## src/rtl/cpu_sequencer.sv

```systemverilog
// cpu_sequencer
// Fetch/decode/execute controller for the 4-bit accumulator datapath. It fetches
// opcode, operand and (for JCN/ISZ/JUN) two branch-target nibbles from a 4-bit
// program-memory port. It owns the program counter and resolves all branches.
// The datapath control strobes and selects are driven for exactly one EXEC cycle
// per instruction.
//
// Ports:
//   clock, reset        system clock; synchronous active-high reset
//   rom_req/rom_addr    nibble fetch request and address (address = pc)
//   rom_ack/rom_data    fetched nibble, valid while rom_ack is high
//   take_branch         datapath condition result used by JCN
//   reg_is_zero         datapath register-equals-zero flag used by ISZ
//   inst_operand        latched operand nibble (immediate / register index)
//   clear_*/write_*     datapath strobes, asserted only in EXEC
//   *_sel, alu_op       datapath selects, meaningful only in EXEC
//   dp_halt, halted     halt indications
//   step                single-step advance (only with the option below)
//
// Build option: define CPU_SEQUENCER_SINGLE_STEP_EN to add a WAIT_STEP state.
// The sequencer then parks after every instruction until it sees a rising edge on step.
module cpu_sequencer #(
    parameter int                  PC_WIDTH = 8,
    parameter logic [PC_WIDTH-1:0] RESET_PC = '0
) (
    input  logic                clock,
    input  logic                reset,
    output logic                rom_req,
    output logic [PC_WIDTH-1:0] rom_addr,
    input  logic                rom_ack,
    input  logic [3:0]          rom_data,
    input  logic                take_branch,
    input  logic                reg_is_zero,
    output logic [3:0]          inst_operand,
    output logic                dp_halt,
    output logic                clear_carry,
    output logic                write_carry,
    output logic                clear_accumulator,
    output logic                write_accumulator,
    output logic                write_register,
    output logic [2:0]          acc_input_sel,
    output logic [1:0]          reg_input_sel,
    output logic [2:0]          alu_op,
    output logic [2:0]          alu_in0_sel,
    output logic [1:0]          alu_in1_sel,
    output logic [1:0]          alu_cin_sel,
    output logic                halted,
    input  logic                step
);

    localparam logic [3:0] OP_NOP = 4'h0;
    localparam logic [3:0] OP_JCN = 4'h1;
    localparam logic [3:0] OP_LDM = 4'h2;
    localparam logic [3:0] OP_LD  = 4'h3;
    localparam logic [3:0] OP_XCH = 4'h4;
    localparam logic [3:0] OP_ADD = 4'h5;
    localparam logic [3:0] OP_SUB = 4'h6;
    localparam logic [3:0] OP_INC = 4'h7;
    localparam logic [3:0] OP_ISZ = 4'h8;
    localparam logic [3:0] OP_JUN = 4'h9;
    localparam logic [3:0] OP_CLB = 4'hA;
    localparam logic [3:0] OP_CLC = 4'hB;
    localparam logic [3:0] OP_HLT = 4'hF;

    localparam logic [2:0] ACC_SEL_ALU = 3'd0;
    localparam logic [2:0] ACC_SEL_IMM = 3'd1;
    localparam logic [2:0] ACC_SEL_REG = 3'd2;
    localparam logic [1:0] REG_SEL_ALU = 2'd0;
    localparam logic [1:0] REG_SEL_ACC = 2'd1;
    localparam logic [2:0] ALU_OP_ADD  = 3'd0;
    localparam logic [2:0] ALU0_ACC    = 3'd0;
    localparam logic [2:0] ALU0_REG    = 3'd1;
    localparam logic [1:0] ALU1_REG    = 2'd0;
    localparam logic [1:0] ALU1_NREG   = 2'd1;
    localparam logic [1:0] ALU1_ZERO   = 2'd2;
    localparam logic [1:0] CIN_CARRY   = 2'd0;
    localparam logic [1:0] CIN_NCARRY  = 2'd1;
    localparam logic [1:0] CIN_ONE     = 2'd2;

`ifdef CPU_SEQUENCER_SINGLE_STEP_EN
    typedef enum logic [2:0] {
        FETCH_OP, FETCH_OPR, FETCH_AH, FETCH_AL, EXEC, ISZ_CHK, HALTED, WAIT_STEP
    } state_t;
    localparam state_t AFTER_EXEC = WAIT_STEP;
`else
    typedef enum logic [2:0] {
        FETCH_OP, FETCH_OPR, FETCH_AH, FETCH_AL, EXEC, ISZ_CHK, HALTED
    } state_t;
    localparam state_t AFTER_EXEC = FETCH_OP;
`endif

    typedef struct packed {
        logic       clear_carry;
        logic       write_carry;
        logic       clear_accumulator;
        logic       write_accumulator;
        logic       write_register;
        logic [2:0] acc_input_sel;
        logic [1:0] reg_input_sel;
        logic [2:0] alu_op;
        logic [2:0] alu_in0_sel;
        logic [1:0] alu_in1_sel;
        logic [1:0] alu_cin_sel;
    } ctrl_t;

    state_t                state_q, state_d;
    logic [PC_WIDTH-1:0]   pc_q, pc_d;
    logic [3:0]            opcode_q, opcode_d;
    logic [3:0]            operand_q, operand_d;
    logic [7:0]            target_q, target_d;
    ctrl_t                 ctrl_q, ctrl_d;
    ctrl_t                 ctrl_out;
    logic                  rom_req_q, rom_req_d;
    logic                  halted_q, halted_d;
    logic                  dp_halt_q, dp_halt_d;
    logic                  fetch_ack;
    logic                  needs_target;
    logic [PC_WIDTH-1:0]   target_ext;

`ifdef CPU_SEQUENCER_SINGLE_STEP_EN
    logic                  step_q;
    logic                  step_rise;
    assign step_rise = step & ~step_q;
`else
    logic                  unused_step;
    assign unused_step = step;
`endif

    // Translate an opcode into the strobe/select bundle the datapath needs for
    // its single EXEC cycle. Opcodes with no datapath effect return all zeros.
    function automatic ctrl_t decode_op(input logic [3:0] op);
        ctrl_t c;
        c = '0;
        case (op)
            OP_LDM: begin
                c.write_accumulator = 1'b1;
                c.acc_input_sel     = ACC_SEL_IMM;
            end
            OP_LD: begin
                c.write_accumulator = 1'b1;
                c.acc_input_sel     = ACC_SEL_REG;
            end
            OP_XCH: begin
                c.write_accumulator = 1'b1;
                c.acc_input_sel     = ACC_SEL_REG;
                c.write_register    = 1'b1;
                c.reg_input_sel     = REG_SEL_ACC;
            end
            OP_ADD, OP_SUB: begin
                c.write_accumulator = 1'b1;
                c.write_carry       = 1'b1;
                c.acc_input_sel     = ACC_SEL_ALU;
                c.alu_op            = ALU_OP_ADD;
                c.alu_in0_sel       = ALU0_ACC;
                c.alu_in1_sel       = (op == OP_SUB) ? ALU1_NREG : ALU1_REG;
                c.alu_cin_sel       = (op == OP_SUB) ? CIN_NCARRY : CIN_CARRY;
            end
            OP_INC, OP_ISZ: begin
                c.write_register    = 1'b1;
                c.reg_input_sel     = REG_SEL_ALU;
                c.alu_op            = ALU_OP_ADD;
                c.alu_in0_sel       = ALU0_REG;
                c.alu_in1_sel       = ALU1_ZERO;
                c.alu_cin_sel       = CIN_ONE;
            end
            OP_CLB: begin
                c.clear_accumulator = 1'b1;
                c.clear_carry       = 1'b1;
            end
            OP_CLC: begin
                c.clear_carry       = 1'b1;
            end
            default: begin
                c = '0;
            end
        endcase
        return c;
    endfunction

    // Only a request we are actually making can be acknowledged; a stray ack
    // outside the fetch states never moves the pc or the latches.
    assign fetch_ack    = rom_ack & rom_req_q;
    assign needs_target = (opcode_q == OP_JCN) || (opcode_q == OP_ISZ) || (opcode_q == OP_JUN);

    // The branch target is always 8 bits; zero-extend it to the pc width.
    always_comb begin
        target_ext      = '0;
        target_ext[7:0] = target_q;
    end

    // Next-state logic for the sequencer. Fetch states hold until acked, then
    // latch the nibble and bump the pc. EXEC and ISZ_CHK overwrite the pc with
    // the branch target when taken, which naturally overrides the pc+1 value.
    // The registered outputs are derived from the next state. That puts the
    // strobes in the same cycle as EXEC and keeps rom_req high for every fetch state.
    always_comb begin
        state_d   = state_q;
        pc_d      = pc_q;
        opcode_d  = opcode_q;
        operand_d = operand_q;
        target_d  = target_q;
        case (state_q)
            FETCH_OP: begin
                if (fetch_ack) begin
                    opcode_d = rom_data;
                    pc_d     = pc_q + PC_WIDTH'(1);
                    state_d  = FETCH_OPR;
                end
            end
            FETCH_OPR: begin
                if (fetch_ack) begin
                    operand_d = rom_data;
                    pc_d      = pc_q + PC_WIDTH'(1);
                    state_d   = needs_target ? FETCH_AH : EXEC;
                end
            end
            FETCH_AH: begin
                if (fetch_ack) begin
                    target_d[7:4] = rom_data;
                    pc_d          = pc_q + PC_WIDTH'(1);
                    state_d       = FETCH_AL;
                end
            end
            FETCH_AL: begin
                if (fetch_ack) begin
                    target_d[3:0] = rom_data;
                    pc_d          = pc_q + PC_WIDTH'(1);
                    state_d       = EXEC;
                end
            end
            EXEC: begin
                state_d = AFTER_EXEC;
                case (opcode_q)
                    OP_JCN: begin
                        if (take_branch) begin
                            pc_d = target_ext;
                        end
                    end
                    OP_JUN: pc_d = target_ext;
                    OP_ISZ: state_d = ISZ_CHK;
                    OP_HLT: state_d = HALTED;
                    default: state_d = AFTER_EXEC;
                endcase
            end
            ISZ_CHK: begin
                if (!reg_is_zero) begin
                    pc_d = target_ext;
                end
                state_d = AFTER_EXEC;
            end
            HALTED: begin
                state_d = HALTED;
            end
`ifdef CPU_SEQUENCER_SINGLE_STEP_EN
            WAIT_STEP: begin
                if (step_rise) begin
                    state_d = FETCH_OP;
                end
            end
`endif
            default: begin
                state_d = FETCH_OP;
            end
        endcase

        rom_req_d = (state_d == FETCH_OP) || (state_d == FETCH_OPR) ||
                    (state_d == FETCH_AH) || (state_d == FETCH_AL);
        ctrl_d    = (state_d == EXEC) ? decode_op(opcode_d) : '0;
        halted_d  = (state_d == HALTED);
`ifdef CPU_SEQUENCER_SINGLE_STEP_EN
        dp_halt_d = (state_d == HALTED) || (state_d == WAIT_STEP);
`else
        dp_halt_d = (state_d == HALTED);
`endif
    end

    // All sequencer state and registered outputs. rom_req_q resets high because
    // the reset state is FETCH_OP. The output gating below keeps the port low
    // while reset is actually asserted.
    always_ff @(posedge clock) begin
        if (reset) begin
            state_q   <= FETCH_OP;
            pc_q      <= RESET_PC;
            opcode_q  <= '0;
            operand_q <= '0;
            target_q  <= '0;
            ctrl_q    <= '0;
            rom_req_q <= 1'b1;
            halted_q  <= 1'b0;
            dp_halt_q <= 1'b0;
`ifdef CPU_SEQUENCER_SINGLE_STEP_EN
            step_q    <= 1'b0;
`endif
        end else begin
            state_q   <= state_d;
            pc_q      <= pc_d;
            opcode_q  <= opcode_d;
            operand_q <= operand_d;
            target_q  <= target_d;
            ctrl_q    <= ctrl_d;
            rom_req_q <= rom_req_d;
            halted_q  <= halted_d;
            dp_halt_q <= dp_halt_d;
`ifdef CPU_SEQUENCER_SINGLE_STEP_EN
            step_q    <= step;
`endif
        end
    end

    // Reset overrides the strobes and the fetch request in the same cycle it is
    // raised. A reset landing on EXEC therefore never produces a partial write.
    assign ctrl_out          = reset ? '0 : ctrl_q;
    assign rom_req           = rom_req_q & ~reset;
    assign rom_addr          = pc_q;
    assign inst_operand      = operand_q;
    assign halted            = halted_q;
    assign dp_halt           = dp_halt_q;
    assign clear_carry       = ctrl_out.clear_carry;
    assign write_carry       = ctrl_out.write_carry;
    assign clear_accumulator = ctrl_out.clear_accumulator;
    assign write_accumulator = ctrl_out.write_accumulator;
    assign write_register    = ctrl_out.write_register;
    assign acc_input_sel     = ctrl_out.acc_input_sel;
    assign reg_input_sel     = ctrl_out.reg_input_sel;
    assign alu_op            = ctrl_out.alu_op;
    assign alu_in0_sel       = ctrl_out.alu_in0_sel;
    assign alu_in1_sel       = ctrl_out.alu_in1_sel;
    assign alu_cin_sel       = ctrl_out.alu_cin_sel;

endmodule

```

## config.mk

```make
export PLATFORM = sky130hd
export DESIGN_NAME = cpu_sequencer
export DESIGN_NICKNAME = d
export VERILOG_FILES = /design/src/rtl/cpu_sequencer.sv
export SDC_FILE = /design/constraint.sdc
export NUM_CORES = 1
export LEC_CHECK = 0
export ABC_AREA = 1
export BUFFER_PORTS_ARGS = -buffer_cell sky130_fd_sc_hd__buf_4
export CAP_MARGIN = 20
export CORE_ASPECT_RATIO = 0.6
export CORE_MARGIN = 2
export CORE_UTILIZATION = 58
export DETAILED_ROUTE_END_ITERATION = 7
export PLACE_DENSITY = 0.86
export SLEW_MARGIN = 20
export SYNTH_ARGS = -nofsm -noshare
export SYNTH_HDL_FRONTEND = slang
export SYNTH_SLANG_ARGS = --single-unit
```

## constraint.sdc

```tcl
create_clock -name clock -period 2.5 [get_ports clock]
set_clock_uncertainty 0.1 [all_clocks]
set_input_delay 0.5 -clock clock [delete_from_list [all_inputs] [get_ports clock]]
set_output_delay 0.5 -clock clock [all_outputs]
set_load 0.05 [all_outputs]
```

# ---- Word-level counts from Yosys, hierarchy flattened
# Cells that the tools add are included.
dict set report word_totals {
  regBits 49
  in_bits 10
  out_inout_bits 35
  wordCells 96
}
dict set report op_classes {
  add_sub_neg 1
  eq_ne 28
  n_mux 24
  bitwise 4
  n_reduce_logical 20
}
# operator n
set op_table {}
lappend op_table {{$eq 4x4->1 const B} 6}
lappend op_table {{$mux 8} 3}
lappend op_table {{$pmux 8 s3} 1}
lappend op_table {{$mux 20} 1}
lappend op_table {{$pmux 3 s6} 1}
lappend op_table {{$eq 4x3->1 const B} 4}
lappend op_table {{$pmux 8 s2} 1}
lappend op_table {{$eq 3x3->1 const B} 5}
lappend op_table {{$mux 3} 5}
lappend op_table {{$eq 3x2->1 const B} 4}
lappend op_table {{$pmux 5 s2} 1}
lappend op_table {{$reduce_or 2->1} 5}
lappend op_table {{$add 8x1->8 const B} 1}
lappend op_table {{$eq 4x2->1 const B} 2}
lappend op_table {{$mux 4} 2}
lappend op_table {{$mux 1} 7}
lappend op_table {{$eq 3x1->1 const B} 2}
lappend op_table {{$logic_not 3->1} 2}
lappend op_table {{$ne 3x3->1 const B} 2}
lappend op_table {{$pmux 3 s2} 1}
lappend op_table {{$reduce_and 2->1} 3}
lappend op_table {{$logic_or 1x1->1} 5}
lappend op_table {{$reduce_and 5->1} 1}
lappend op_table {{$reduce_or 5->1} 1}
lappend op_table {{9 further kinds} 11}

# ---- Longest topological paths before layout
dict set report depth {
  word_depth 10
  ltp_mapped 11
  mapped_depth_nobuf 11
}

# ---- Worst setup path before layout
# No wires, ideal clock.
dict set report synth_timing {
  path_kind {input to output}
  from {in reset}
  to {out alu_in0_sel[0]}
  arrival_ps 1759
  required_time_ps 1900
  slack_ps 141
  stages 3
  n_path_buf 2
  cell_sequence {clkbuf_1 -> nor2_1 -> buf_4}
}
dict set report synth_via {
  elab_chain_cells 1
}
# item line
set synth_lines {}
lappend synth_lines {{start, declared} 27} ;# input logic reset,
lappend synth_lines {{$mux 20} 312} ;# assign ctrl_out = reset ? '0 : ctrl_q;
lappend synth_lines {{end, declared} 44} ;# output logic [2:0] alu_in0_sel,
# Every way passes these cells.

# ---- Worst setup path after layout
dict set report layout_timing {
  from {reg state_q[1]}
  to {reg pc_q[2] (netlist: rom_addr[2])}
}
dict set report layout_via {
  elab_chain_cells 4
  elab_cells_between_ends 14
  cone_classes {eq/ne: 9; mux: 1; reduce/logical: 4}
}
# item line
set layout_lines {}
lappend layout_lines {{start, declared} 106} ;# state_t state_q, state_d;
lappend layout_lines {{start signal, assigned} 295} ;# state_q <= state_d;
lappend layout_lines {{$eq 3x2->1, or another cell as far along} 202} ;# case (state_q)
lappend layout_lines {{$reduce_or 4->1 (no line)} -}
lappend layout_lines {{$ne 2x1->1 (no line) / $reduce_bool 3->1 (equally long branches)} -}
lappend layout_lines {{$reduce_and 5->1 (no line)} -}
lappend layout_lines {{end signal, assigned} 296} ;# pc_q <= pc_d;
lappend layout_lines {{end, declared} 107} ;# logic [PC_WIDTH-1:0] pc_q, pc_d;
# Parallel ways exist; a longest one is shown, timed or not.
# A chain may end at the register's enable or synchronous reset.

==> qor.yml <==
synth_top_family_by_area: "simple AND/OR/NAND/NOR gates"
fmax_ghz: 0.527
max_cap_violations: 0
ys.flop_type: "dfxtp_1"
synth.area.mux_share_pct: 0
cts_sinks: 39
finalInstanceArea_um2: 2370
vias: 2022
grt-ovfl-total: 0
numCtsBuffers: 5
grt_setup_unrepaired: "false"
cts_resized: 0
grt_pass1_wl_mm: 8.31
slew_headroom_pct: 56.7
via_per_inst: 5.21
status: "finished clean"
final-hold-violation-count: 0
yosys_warnings: 0
fp.dieArea_um2: 4020
die_y_um: 49.9
place_congestion: 0.914
row_count: 16
post_cts_buffers: 0
clockBufferDepth: 2
htreeDepth: 2
start_util_pct: 61.6
slew_violations: 0
dp_hpwl_mm: 3.59
drtIter0Drc: 125
leakage_nw: 1.16
fin_crit_sh_pct: 75.9
cts_root_buf: "clkbuf_8"
antenna_found_initial: 0
cts_tree: "done"
setup_slack_ps: 603
drc: 0
grt_max_degree: 23
final_nets: 354
seq_area_frac_synth_pct: 38.4
cp.required_ps: 2640
synth_compound_area_share_pct: 11.4
netlist_instances: 310
synth.distinct_cells: 24
clk_pin_slew_ps: 80
n_antenna_cell: 0
fillers: 297
hold_path_class: "in -> reg"
cpPeakStageDelay_ps: 460
multi_input_area_um2: 1010
dr.pass1.iters: 5
synth_most_common_cell: "nand2_1"
total_power_mw: 1.47
synth_area_leaders: "dfxtp_1 (38%), nand2_1 (13%), nor2_1 (10%), inv_1 (6.5%), o21ai_0 (4.7%)"
regArea_um2: 781
synth_simple_gate_area_share_pct: 36.5
wl_per_cell_um: 12.6
cp.arrival_ps: 2040
avgSynthCellArea_um2: 6.57
critPathCaptureType: "flop"
crit_buf_inv: 3
power.density_nw_per_um2: 619
worstSetupPathType: "reg -> reg"
post-place-ws_ps: 669
ys_top_cells_by_count: "nand2_1 (68), nor2_1 (56), dfxtp_1 (39)"
synthXorXnorAreaFrac_pct: 0
hold_buffers: 0
num_io_pins: 45
setup_viol: 0
yosysTopAreaCell: "dfxtp_1"
cp_slowest_cell: "dfxtp_1"
synth_edf_count: 0
fin_crit_ps: 1900
worst_ir_drop_vdd_v: 0.000412
cpLargestDelayFamily: "simple AND/OR/NAND/NOR gates"
ant_nets: 0
synth_top_area_share_pct: 38.4
fin_util_pct: 71.7
synthAdderAreaFrac_pct: 0.615
port_buffers: 36
syn_to_final_growth_pct: 16.3
synth_seq_cells: 39
start_kind: "flop"
die_w_um: 80.5
core_um2: 3300
clk_latency_ps: 300
async_flop_share_pct: 0
worstPathCellList: "inv_2 > nand2_1 > inv_2 > nand2_1 > o21ai_1 > nand2_2 > inv_2 > o21ai_1 > nand2_1 > a21oi_1"
drt_wl_total_mm: 4.90
place_area_um2: 2280
setup_tns_ps: 0
crit_fanout: 11
grt_pass1_vias: 1806
drive_above_1_share_pct: 19.2
grtUsageTotal_pct: 27.4
worst_pin_slew_ps: 648
netlist_area_um2: 2040
## flip-flops by register name, indices dropped and copies added (netlist names)
register / cells
rom_req_q: 1
state_q: 3
dp_halt: 1
rom_addr: 8
inst_operand: 4
target_ext: 8
opcode_q: 4
ctrl_q: 10
## final timing paths
| path | slack [ps] | end | from | depth (start not counted) |
|---|---|---|---|---|
| setup reg to reg | 600 | rom_addr[2]$_SDFFE_PP0P_ | state_q[1]$_SDFF_PP0_ | 10 |
| hold / removal | 380 | target_ext[1]$_SDFFE_PP0P_ | rom_data[1] | 3 |
| setup / recovery | 600 | rom_addr[2]$_SDFFE_PP0P_ | state_q[1]$_SDFF_PP0_ | 10 |
| hold reg to reg | 400 | rom_addr[6]$_SDFFE_PP0P_ | rom_addr[6]$_SDFFE_PP0P_ | 2 |
## cell families after synthesis
| group | count (synthesis) |
|---|---|
| AO/OA/AOI/OAI | 44 |
| adder cells (fa/ha/maj) | 1 |
| buffers and inverters | 58 |
| flip-flops | 39 |
| other | 1 |
| AND/OR/NAND/NOR | 167 |
## placed cells by master, fill, tap and decap left out, types with 6 or more instances in the layout
master	count
dfxtp_1	39
inv_2	7
inv_1	35
a21oi_1	18
clkbuf_8	6
buf_4	36
nor2_1	56
nand4_1	7
conb_1	7
o21ai_0	19
nand2_1	68
nand3_1	18
## metrics by stage
step,std cells,hold WS [ps]
global route,388,383
finish,388,377
detailed placement,381,392
CTS,388,375
floorplan,316,378
global placement,381,391
## tightest hold or removal path: stages
cell,delay [ps]
buf_4,130
inv_1,50
a21oi_1,50
## layout make-up
| class | instances | area share [%] |
|---|---|---|
| clock buffer | 6 | 3.49 |
| clock inverter | 1 | 0.211 |
| inverter | 42 | 6.66 |
| multi-input combinational | 219 | 42.9 |
| sequential | 39 | 33.0 |
| tap | 45 | 2.38 |
| timing repair buffer | 36 | 11.4 |
## per-layer routing
layer	share of wire, %	vias up	global-route usage (%)
met5	0	-	0
met4	1.3	0	8.47
met3	11	7	7.14
met2	38	100	38.2
met1	49	892	40.9
li1	-	1023	-
## power by group
| group | switching [mW] | total [mW] | internal (mW) |
|---|---|---|---|
| Sequential | 0.0343 | 0.683 | 0.649 |
| Combinational | 0.248 | 0.344 | 0.0960 |
| Clock | 0.223 | 0.440 | 0.216 |
Note: power is estimated with default switching activity, not from simulation.
